===== src/rtl/lsu_ctrl_pkg.sv =====
// Shared load/store definitions: size codes, ls_op bit
// positions and lane-offset helpers.
package lsu_ctrl_pkg;

    localparam logic [1:0] LS_BYTE = 2'b01;
    localparam logic [1:0] LS_HALF = 2'b10;
    localparam logic [1:0] LS_WORD = 2'b11;

    localparam int LS_EN = 3;
    localparam int LS_ST = 2;

    // Byte lane actually used: halves drop bit0, words use lane 0
    function automatic logic [1:0] ls_off(
        input logic [1:0] size,
        input logic [1:0] a
    );
        case (size)
            LS_BYTE: ls_off = a;
            LS_HALF: ls_off = {a[1], 1'b0};
            default: ls_off = 2'b00;
        endcase
    endfunction

    function automatic logic ls_misal(
        input logic [1:0] size,
        input logic [1:0] a
    );
        case (size)
            LS_HALF: ls_misal = a[0];
            LS_WORD: ls_misal = (a != 2'b00);
            default: ls_misal = 1'b0;
        endcase
    endfunction

endpackage


===== src/rtl/lsu_ctrl_if.sv =====
// Data-memory req/gnt/rvalid bus between the LSU (master)
// and the memory (slave).
interface lsu_ctrl_if #(
    parameter int ADDR_W = 32
) ();

    logic              mem_req;
    logic              mem_we;
    logic [3:0]        mem_be;
    logic [ADDR_W-1:0] mem_addr;
    logic [31:0]       mem_wdata;
    logic              mem_gnt;
    logic              mem_rvalid;
    logic [31:0]       mem_rdata;

    modport master (
        output mem_req, mem_we, mem_be,
        output mem_addr, mem_wdata,
        input  mem_gnt, mem_rvalid, mem_rdata
    );

    modport slave (
        input  mem_req, mem_we, mem_be,
        input  mem_addr, mem_wdata,
        output mem_gnt, mem_rvalid, mem_rdata
    );

endinterface


===== src/rtl/lsu_align.sv =====
// Store lane generation (be/wdata) and load extract/extend.
// Purely combinational; offsets arrive already size-aligned.
module lsu_align
    import lsu_ctrl_pkg::*;
(
    input  logic [1:0]  st_size,
    input  logic [1:0]  st_off,
    input  logic [31:0] st_data,
    input  logic [1:0]  ld_size,
    input  logic [1:0]  ld_off,
    input  logic        ld_sign,
    input  logic [31:0] rdata,
    output logic [3:0]  be,
    output logic [31:0] wdata,
    output logic [31:0] ld_data
);

    logic [31:0] sh;

    // Store lanes: replicate data, enable the addressed bytes
    always_comb begin
        be    = 4'hF;
        wdata = st_data;
        case (st_size)
            LS_BYTE: begin
                be    = 4'b0001 << st_off;
                wdata = {4{st_data[7:0]}};
            end
            LS_HALF: begin
                be    = st_off[1] ? 4'b1100 : 4'b0011;
                wdata = {2{st_data[15:0]}};
            end
            default: ;
        endcase
    end

    assign sh = rdata >> {ld_off, 3'b000};

    // Load extract: shift lane down, then zero/sign extend
    always_comb begin
        ld_data = rdata;
        case (ld_size)
            LS_BYTE:
                ld_data = {{24{ld_sign & sh[7]}}, sh[7:0]};
            LS_HALF:
                ld_data = {{16{ld_sign & sh[15]}}, sh[15:0]};
            default: ;
        endcase
    end

endmodule


===== src/rtl/lsu_ctrl.sv =====
// Load/store sequencer: IDLE/REQ/WAIT over the data-memory bus.
// Optional misalignment trap: LSU_MISALIGN_TRAP_EN.
module lsu_ctrl
    import lsu_ctrl_pkg::*;
#(
    parameter int ADDR_W = 32,
    parameter int RD_W   = 5
) (
    input  logic              CLK,
    input  logic              RSTN,
    input  logic [3:0]        ls_op,
    input  logic              ls_sign,
    input  logic [ADDR_W-1:0] ls_addr,
    input  logic [31:0]       ls_wdata,
    input  logic [RD_W-1:0]   ls_rd,
    input  logic              lsu_flush,
    output logic              lsu_stall,
    lsu_ctrl_if.master        mem,
    output logic              wb_vld,
    output logic [RD_W-1:0]   wb_rd,
    output logic [31:0]       wb_data
`ifdef LSU_MISALIGN_TRAP_EN
    ,
    output logic              lsu_excp,
    output logic [ADDR_W-1:0] lsu_excp_addr
`endif
);

    typedef enum logic [1:0] {
        IDLE = 2'd0,
        REQ  = 2'd1,
        WAIT = 2'd2
    } state_t;

    state_t          state, nxt;
    logic            accept, misal;
    logic            cap_sign, kill;
    logic [1:0]      cap_size, cap_off, st_off;
    logic [RD_W-1:0] cap_rd;
    logic [3:0]      al_be;
    logic [31:0]     al_wdata, al_ld;

    assign st_off = ls_off(ls_op[1:0], ls_addr[1:0]);

`ifdef LSU_MISALIGN_TRAP_EN
    assign misal = ls_misal(ls_op[1:0], ls_addr[1:0]);
`else
    assign misal = 1'b0;
`endif

    lsu_align u_align (
        .st_size (ls_op[1:0]),
        .st_off  (st_off),
        .st_data (ls_wdata),
        .ld_size (cap_size),
        .ld_off  (cap_off),
        .ld_sign (cap_sign),
        .rdata   (mem.mem_rdata),
        .be      (al_be),
        .wdata   (al_wdata),
        .ld_data (al_ld)
    );

    assign mem.mem_req = (state == REQ);
    assign lsu_stall   = (state != IDLE);

    // State register
    always_ff @(posedge CLK or negedge RSTN) begin
        if (!RSTN) state <= IDLE;
        else       state <= nxt;
    end

    // Next state: flush beats a same-cycle grant
    always_comb begin
        nxt    = state;
        accept = 1'b0;
        case (state)
            IDLE: begin
                if (ls_op[LS_EN] && !lsu_flush && !misal) begin
                    nxt    = REQ;
                    accept = 1'b1;
                end
            end
            REQ: begin
                if (lsu_flush)
                    nxt = IDLE;
                else if (mem.mem_gnt)
                    nxt = mem.mem_we ? IDLE : WAIT;
            end
            WAIT: begin
                if (mem.mem_rvalid) nxt = IDLE;
            end
            default: nxt = IDLE;
        endcase
    end

    // Capture the op at accept; register the writeback
    always_ff @(posedge CLK or negedge RSTN) begin
        if (!RSTN) begin
            mem.mem_we    <= 1'b0;
            mem.mem_be    <= 4'h0;
            mem.mem_addr  <= '0;
            mem.mem_wdata <= '0;
            cap_size      <= 2'b00;
            cap_off       <= 2'b00;
            cap_sign      <= 1'b0;
            cap_rd        <= '0;
            kill          <= 1'b0;
            wb_vld        <= 1'b0;
            wb_rd         <= '0;
            wb_data       <= '0;
        end else begin
            if (accept) begin
                mem.mem_we    <= ls_op[LS_ST];
                mem.mem_be    <= ls_op[LS_ST] ? al_be : 4'hF;
                mem.mem_addr  <= {ls_addr[ADDR_W-1:2], 2'b00};
                mem.mem_wdata <= al_wdata;
                cap_size      <= ls_op[1:0];
                cap_off       <= st_off;
                cap_sign      <= ls_sign;
                cap_rd        <= ls_rd;
                kill          <= 1'b0;
            end
            if (state == WAIT && lsu_flush)
                kill <= 1'b1;
            wb_vld <= 1'b0;
            if (state == WAIT && mem.mem_rvalid) begin
                wb_vld  <= !(kill || lsu_flush);
                wb_rd   <= cap_rd;
                wb_data <= al_ld;
            end
        end
    end

`ifdef LSU_MISALIGN_TRAP_EN
    // One-cycle trap pulse for a misaligned accept attempt
    always_ff @(posedge CLK or negedge RSTN) begin
        if (!RSTN) begin
            lsu_excp      <= 1'b0;
            lsu_excp_addr <= '0;
        end else begin
            lsu_excp <= (state == IDLE) && ls_op[LS_EN]
                        && !lsu_flush && misal;
            if ((state == IDLE) && ls_op[LS_EN] && !lsu_flush && misal)
                lsu_excp_addr <= ls_addr;
        end
    end
`endif

endmodule


===== src/flat_wrapper.sv =====
// flat-port wrapper written by rule: the top's interface ports become plain ports
module lsu_ctrl_flat import lsu_ctrl_pkg::*;
#(
    parameter int ADDR_W = 32,
    parameter int RD_W   = 5
)
  (CLK, RSTN, ls_op, ls_sign, ls_addr, ls_wdata, ls_rd, lsu_flush, lsu_stall, wb_vld, wb_rd, wb_data, mem_mem_req, mem_mem_we, mem_mem_be, mem_mem_addr, mem_mem_wdata, mem_mem_gnt, mem_mem_rvalid, mem_mem_rdata);
  lsu_ctrl_if #(.ADDR_W(ADDR_W)) mem_i ();
  input  logic CLK;
  input  logic RSTN;
  input  logic [3:0] ls_op;
  input  logic ls_sign;
  input  logic [ADDR_W-1:0] ls_addr;
  input  logic [31:0] ls_wdata;
  input  logic [RD_W-1:0] ls_rd;
  input  logic lsu_flush;
  output logic lsu_stall;
  output logic wb_vld;
  output logic [RD_W-1:0] wb_rd;
  output logic [31:0] wb_data;
  output wire logic [$bits(mem_i.mem_req)-1:0] mem_mem_req;
  output wire logic [$bits(mem_i.mem_we)-1:0] mem_mem_we;
  output wire logic [$bits(mem_i.mem_be)-1:0] mem_mem_be;
  output wire logic [$bits(mem_i.mem_addr)-1:0] mem_mem_addr;
  output wire logic [$bits(mem_i.mem_wdata)-1:0] mem_mem_wdata;
  input wire logic [$bits(mem_i.mem_gnt)-1:0] mem_mem_gnt;
  input wire logic [$bits(mem_i.mem_rvalid)-1:0] mem_mem_rvalid;
  input wire logic [$bits(mem_i.mem_rdata)-1:0] mem_mem_rdata;
  assign mem_mem_req = mem_i.mem_req;
  assign mem_mem_we = mem_i.mem_we;
  assign mem_mem_be = mem_i.mem_be;
  assign mem_mem_addr = mem_i.mem_addr;
  assign mem_mem_wdata = mem_i.mem_wdata;
  assign mem_i.mem_gnt = mem_mem_gnt;
  assign mem_i.mem_rvalid = mem_mem_rvalid;
  assign mem_i.mem_rdata = mem_mem_rdata;
  lsu_ctrl #(.ADDR_W(ADDR_W), .RD_W(RD_W)) u_core (.CLK(CLK), .RSTN(RSTN), .ls_op(ls_op), .ls_sign(ls_sign), .ls_addr(ls_addr), .ls_wdata(ls_wdata), .ls_rd(ls_rd), .lsu_flush(lsu_flush), .lsu_stall(lsu_stall), .mem(mem_i), .wb_vld(wb_vld), .wb_rd(wb_rd), .wb_data(wb_data));
endmodule

===== config.mk =====
export PLATFORM = sky130hd
export DESIGN_NAME = lsu_ctrl_flat
export DESIGN_NICKNAME = d
export VERILOG_FILES = /design/src/rtl/lsu_ctrl_pkg.sv /design/src/rtl/lsu_ctrl_if.sv /design/src/rtl/lsu_align.sv /design/src/rtl/lsu_ctrl.sv /design/src/flat_wrapper.sv
export SDC_FILE = /design/constraint.sdc
export NUM_CORES = 1
export LEC_CHECK = 0
export ABC_AREA = 1
export CAP_MARGIN = 30
export CORE_MARGIN = 10
export CORE_UTILIZATION = 44
export DETAILED_ROUTE_END_ITERATION = 12
export PLACE_DENSITY = 0.8
export SYNTH_ARGS = -nofsm -noshare
export SYNTH_HDL_FRONTEND = slang
export SYNTH_SLANG_ARGS = --single-unit

===== constraint.sdc =====
create_clock -name CLK -period 2 [get_ports CLK]
set_input_delay 0.3 -clock CLK [delete_from_list [all_inputs] [get_ports CLK]]
set_output_delay 0.3 -clock CLK [all_outputs]
set_load 0.005 [all_outputs]

==> impl_metrics.toml, run 1 <==
[status]
outcome = "completed"

[synth]
ys_top_cells_by_area = "dfrtp_1, nand2_1, a21oi_1, inv_1, o21ai_0"
syn_inst = 717
ys_seq_elements = 118
synth_enable_flop_cells = 0
netlist_area_mm2 = 0.005730
yosysWarningCount = 0
ys_seq_area_share_pct = 51.53
yosysUniqueCellTypes = 29
synth_common_cells = "nand2_1, dfrtp_1, a21oi_1"
synthSimpleGateAreaFrac_pct = 24.00
synthAdderAreaFrac_pct = 0.8734
yosysTopAreaCellShare_pct = 51.53
avgSynthCellArea_um2 = 7.992
synth_compound_area_share_pct = 15.37
synthArstFlopShare_pct = 100.0
synth_top_family_by_area = "simple AND/OR/NAND/NOR gates"
synth_flop_cell = "dfrtp_1"
synth.most_common_cell = "nand2_1"
yosysTopAreaCell = "dfrtp_1"
synth_xor_area_share_pct = 0
synth.area.mux_share_pct = 0

[clock_network]
clock_sinks = 118
cts_buffer_depth = 2
clk-insertion-delay-late_ps = 420
cts_setup_buffers = 0
cts_tree = "yes"
cts_resized = 0
htreeDepth = 4
cts_hold_buf = 1
cts_made_buffers = 17
clk_pin_slew_ps = 60
root_buffer = "clkbuf_16"

[setup_path]
cp.arrival_ps = 1610
crit_chain = "nor2_1, inv_1, clkdlybuf4s50_1"
critPathMaxFanout = 5
worstPathRequired_ps = 1700
endpoint_kind = "primary output"
slowest_stage = "clkdlybuf4s50_1"
crit_path_start_kind = "flop"
criticalPathCategory = "reg -> out"
slowest_delay_ps = 460

[drt]
dr.pass1.iters = 5
drt-vias-per-instance = 5.053
wl_met3_um = 2143
top_layer = "met4"
wl_per_cell_um = 17.59
drtAntennaViolNets = 0
wl_um = 19620
wl_met2_um = 9088
dr.first_iter.drc_count = 451
wl_met1_um = 7813
vias = 5634
route.detailed.drc = 0

[global_routing]
grt_pass1_vias = 5881
grt_use_total_pct = 21.65
antenna_found_initial = 0
grt_max_degree = 76
grt_pass1_wl_um = 31120
overflow = 0

[sta]
timing.final.crit_share_pct = 95.58
fmax_mhz = 523.1
fin_ws_ps = 88.46
rsz0062_at_grt = "false"
finClkSkew_ps = 8.266
final.hold.worst_slack_ps = 407.4
finalHoldViolations = 0
setup_viol = 0
setup_tns_ps = 0
finalCriticalPeriod_ps = 1912
finalMaxSlewViolations = 0

[power_and_ir_drop]
p_leak_uw = 0.004147
powerDensity_mw_per_mm2 = 1152
vdd_drop_max_mv = 0.5416

[floorplanning]
fp.dieArea_mm2 = 0.01799
num_rows = 41
pin_count = 220
dieWidth_um = 134.1
core_area_mm2 = 0.01267
initial_utilization_pct = 45.23
die_y_um = 134.1

[place]
place_congestion = 0.8884
dp_worst_setup_slack_ps = -22.94
dp.cells = 1082
io_buffers = 217
placed_area_mm2 = 0.008102
place_hpwl_um = 14320

[flow_run]
drv_cap = 0

[layout]
antenna_cells = 0
final-instance-count-excl-fill = 1115
drive_above_1_share_pct = 9.226
nets = 1045
area_growth_pct = 52.31
final_design_area_no_fill_mm2 = 0.008728

[hold_path]
hp-class = "in -> reg"
-- worst max-delay path, delay by kind of cell, from the launching register on --
kind | cells | cell delay [ps]
DFF | 1 | 430
and+or+nand+nor | 1 | 240
buffers and inverters | 2 | 520
-- area by class of cell --
type                       instances  area [um2]
clock inverter                     9       148.9
fill                            1021        3943
multi-input combinational        496        2331
tap                              172       215.2
timing repair buffer             239        2387
inverter                          58       225.2
clock buffer                      23       467.9
sequential                       118        2953
-- report_power, final --
part	total, uW	switching (uW)	internal, uW
Clock	3220	1070	2140
Combinational	3330	1400	1930
Sequential	3510	417	3090
-- sequential cells by signal, summed over array words and instances, names as in the netlist, 4 cells and up --
| name | cells |
|---|---|
| u_core.wb_rd | 5 |
| u_core.wb_data | 32 |
| u_core.cap_rd | 5 |
| u_core.mem.mem_addr | 30 |
| u_core.mem.mem_wdata | 32 |
| u_core.mem.mem_be | 4 |
-- cell usage in the layout, fill, tap and decap left out, drive strengths merged --
| cell | count |
|---|---|
| o21bai | 1 |
| inv | 58 |
| or2 | 16 |
| nand3 | 25 |
| a32oi | 1 |
| o21ai | 37 |
| a2bb2oi | 8 |
| o211ai | 7 |
| dfrtp | 118 |
| buf | 22 |
| clkbuf | 23 |
| nand4 | 4 |
| o41ai | 1 |
| nor2 | 31 |
| ha | 4 |
| clkinv | 5 |
| dlygate4sd3 | 1 |
| conb | 2 |
| clkdlybuf4s50 | 216 |
| bufinv | 4 |
| a21oi | 102 |
| nand2 | 249 |
| nor3 | 8 |
-- layer usage --
metal  vias up  GRT usage (%)
met5         -              0
met4         0          9.553
li1       2715              -
met1      2606          25.23
met2       269          33.81
met3        44          9.597
-- final timing paths --
kind / from / to / slack [ps] / cells past startpoint
setup / recovery: u_core.state[1] / lsu_stall / 90 / 3
hold / removal: ls_addr[17] / u_core.mem.mem_addr[17] / 410 / 3
setup reg to reg: u_core.cap_off[0] / u_core.wb_data[10] / 310 / 7
hold reg to reg: u_core.kill / u_core.wb_vld / 450 / 1
max in group asynchronous: RSTN / u_core.cap_sign / 1170 / 3
min in group asynchronous: RSTN / u_core.wb_data[28] / 430 / 3
-- cell families after synthesis --
family / after synthesis
AO/OA/AOI/OAI: 157
adder cells (fa/ha/maj): 4
buffers and inverters: 104
flip-flops: 118
other: 1
AND/OR/NAND/NOR: 333
-- per-stage QoR --
stage | total power, uW | util, %
final | 10060 | 68.89
after global routing | 10630 | 68.89
after CTS | 10140 | 68.89
after detailed placement | 6866 | 63.94
after global placement | 6798 | 63.94
after floorplan | 4781 | -
Note: power is estimated with default switching activity, not from simulation.
==> inputs of run 2 (changes only) <==
--- a/config.mk
+++ b/config.mk
@@ -7,10 +7,11 @@
 export LEC_CHECK = 0
 export ABC_AREA = 1
 export CAP_MARGIN = 30
-export CORE_MARGIN = 10
+export CORE_MARGIN = 3
 export CORE_UTILIZATION = 44
 export DETAILED_ROUTE_END_ITERATION = 12
 export PLACE_DENSITY = 0.8
+export SLEW_MARGIN = 25
 export SYNTH_ARGS = -nofsm -noshare
 export SYNTH_HDL_FRONTEND = slang
 export SYNTH_SLANG_ARGS = --single-unit
==> impl_metrics.toml, run 2 (same netlist as run 1, synthesis figures left out) <==
[status]
outcome = "finished, violations left"
violations = "hold timing"

[sta]
setup_tns_ps = 0
finalHoldViolations = 28
tightest_slew_ps = 664.7
rsz0062_at_grt = "false"
finalMaxSlewViolations = 0
timing.final.crit_share_pct = 95.19
final.hold.worst_slack_ps = -77.60
fmax_mhz = 525.3
setup_viol = 0
finClkSkew_ps = 5.033
relSlewSlack_pct = 55.69
finalCriticalPeriod_ps = 1904

[global_routing]
grt_pass1_vias = 5422
antenna_found_initial = 1
overflow = 0
grt_pass1_wl_um = 27660
grt_max_degree = 119
grt_use_total_pct = 24.20

[power_and_ir_drop]
pwr-share-comb_pct = 33.0
vdd_drop_max_mv = 0.5739
powerDensity_mw_per_mm2 = 1134
p_sw_share_pct = 29.23
p_leak_uw = 0.004119
clockPowerShare_pct = 31.5
switchingPower_uw = 2883
p_int_uw = 6982
seqPwrFrac_pct = 35.6

[setup_path]
cp.arrival_ps = 1600
regToRegEndpoint = "u_core.wb_data[9]"
critPathMaxFanout = 5
timing.rr.start = "u_core.cap_off[0]"
r2r_slack_ps = 420
crit_path_start_kind = "flop"
endpoint_kind = "primary output"
worstPathRequired_ps = 1700
reg2reg_depth = 8
criticalPathCategory = "reg -> out"

[floorplanning]
dieWidth_um = 120.1
core_area_mm2 = 0.01267
die_y_um = 120.1
pin_count = 220
initial_utilization_pct = 45.23
fp.dieArea_mm2 = 0.01443
num_rows = 41

[layout]
reg.largest.list = "u_core.mem.mem_wdata (32), u_core.wb_data (32), u_core.mem.mem_addr (30)"
fill_cells = 1037
drive_above_1_share_pct = 9.372
final_common_cell = "nand2_1"
fin_util_pct = 68.64
area_growth_pct = 51.77
nets = 1041
final_cell_mix = "nand2_1, clkdlybuf4s50_1, dfrtp_1"

[drt]
drtAntennaViolNets = 0
drt-vias-per-instance = 5.061
dr.pass1.iters = 5
wl_um = 17310
wl_per_cell_um = 15.57
route.detailed.drc = 0
dr.first_iter.drc_count = 423
vias = 5628

[clock_network]
cts_buffer_depth = 2
cts_tree = "yes"
cts_setup_buffers = 0
cts_resized = 0
cts_hold_buf = 0
clock_sinks = 118
root_buffer = "clkbuf_16"
cts_made_buffers = 17
clk-insertion-delay-late_ps = 410
clk_pin_slew_ps = 60
htreeDepth = 4

[flow_run]
drv_cap = 0

[place]
place_hpwl_um = 12120
io_buffers = 217
place_congestion = 0.9332

[hold_path]
hp-class = "in -> async"
-- run 2: final cells by class --
cell class | count | area, um2 | share of cell area (%)
tap | 172 | 215.2 | 2.474
sequential | 118 | 2953 | 33.95
timing repair buffer | 235 | 2367 | 27.22
inverter | 58 | 225.2 | 2.590
multi-input combinational | 496 | 2331 | 26.80
antenna | 1 | 2.502 | 0.02877
clock inverter | 15 | 177.7 | 2.043
clock buffer | 17 | 425.4 | 4.891
-- run 2: worst max path at each step --
stage	from	to	cells after the start
final	u_core.state[1]	lsu_stall	3
after global routing	u_core.state[1]	lsu_stall	3
after CTS	u_core.state[1]	lsu_stall	3
after detailed placement	ls_op[0]	u_core.mem.mem_be[2]	7
after global placement	ls_op[0]	u_core.mem.mem_be[3]	7
after floorplan	u_core.cap_size[0]	u_core.wb_data[11]	7
-- run 2: through the flow --
| stage | std cells | total power (uW) | instance area (um2) | setup slack, ps | hold slack, ps |
|---|---|---|---|---|---|
| 6_report | 1112 | 9866 | 8697 | 96.16 | -77.60 |
| 5_1_grt | 1112 | 10440 | 8697 | 30.16 | 40.99 |
| 4_1_cts | 1111 | 9940 | 8695 | 75.49 | 17.96 |
| 3_5_place_dp | 1079 | 6781 | 8092 | 11.44 | 443.4 |
| 3_3_place_gp | 1079 | 6738 | 8092 | 99.01 | 439.1 |
| 2_1_floorplan | 718 | 4781 | 5734 | 536.1 | 4.409 |
-- run 2: power groups by stage --
stage               sequential, uW  clock (uW)  combinational [uW]
finish                        3510        3110                3250
global route                  3590        3260                3580
CTS                           3510        3140                3290
detailed placement            3520           0                3260
global placement              3520           0                3210
floorplan                     3530           0                1250
-- run 2: critical path, stage by stage (launching register included) --
cell	delay [ps]
dfrtp_1	420
nor2_1	250
inv_1	70
clkdlybuf4s50_1	450
-- run 2: routing by layer --
metal	global-route usage, %	up-vias	wire (um)
met2	38.50	280	8166
li1	-	2710	-
met5	0	-	0
met1	30.68	2607	6896
met3	8.058	31	1805
met4	9.234	0	445
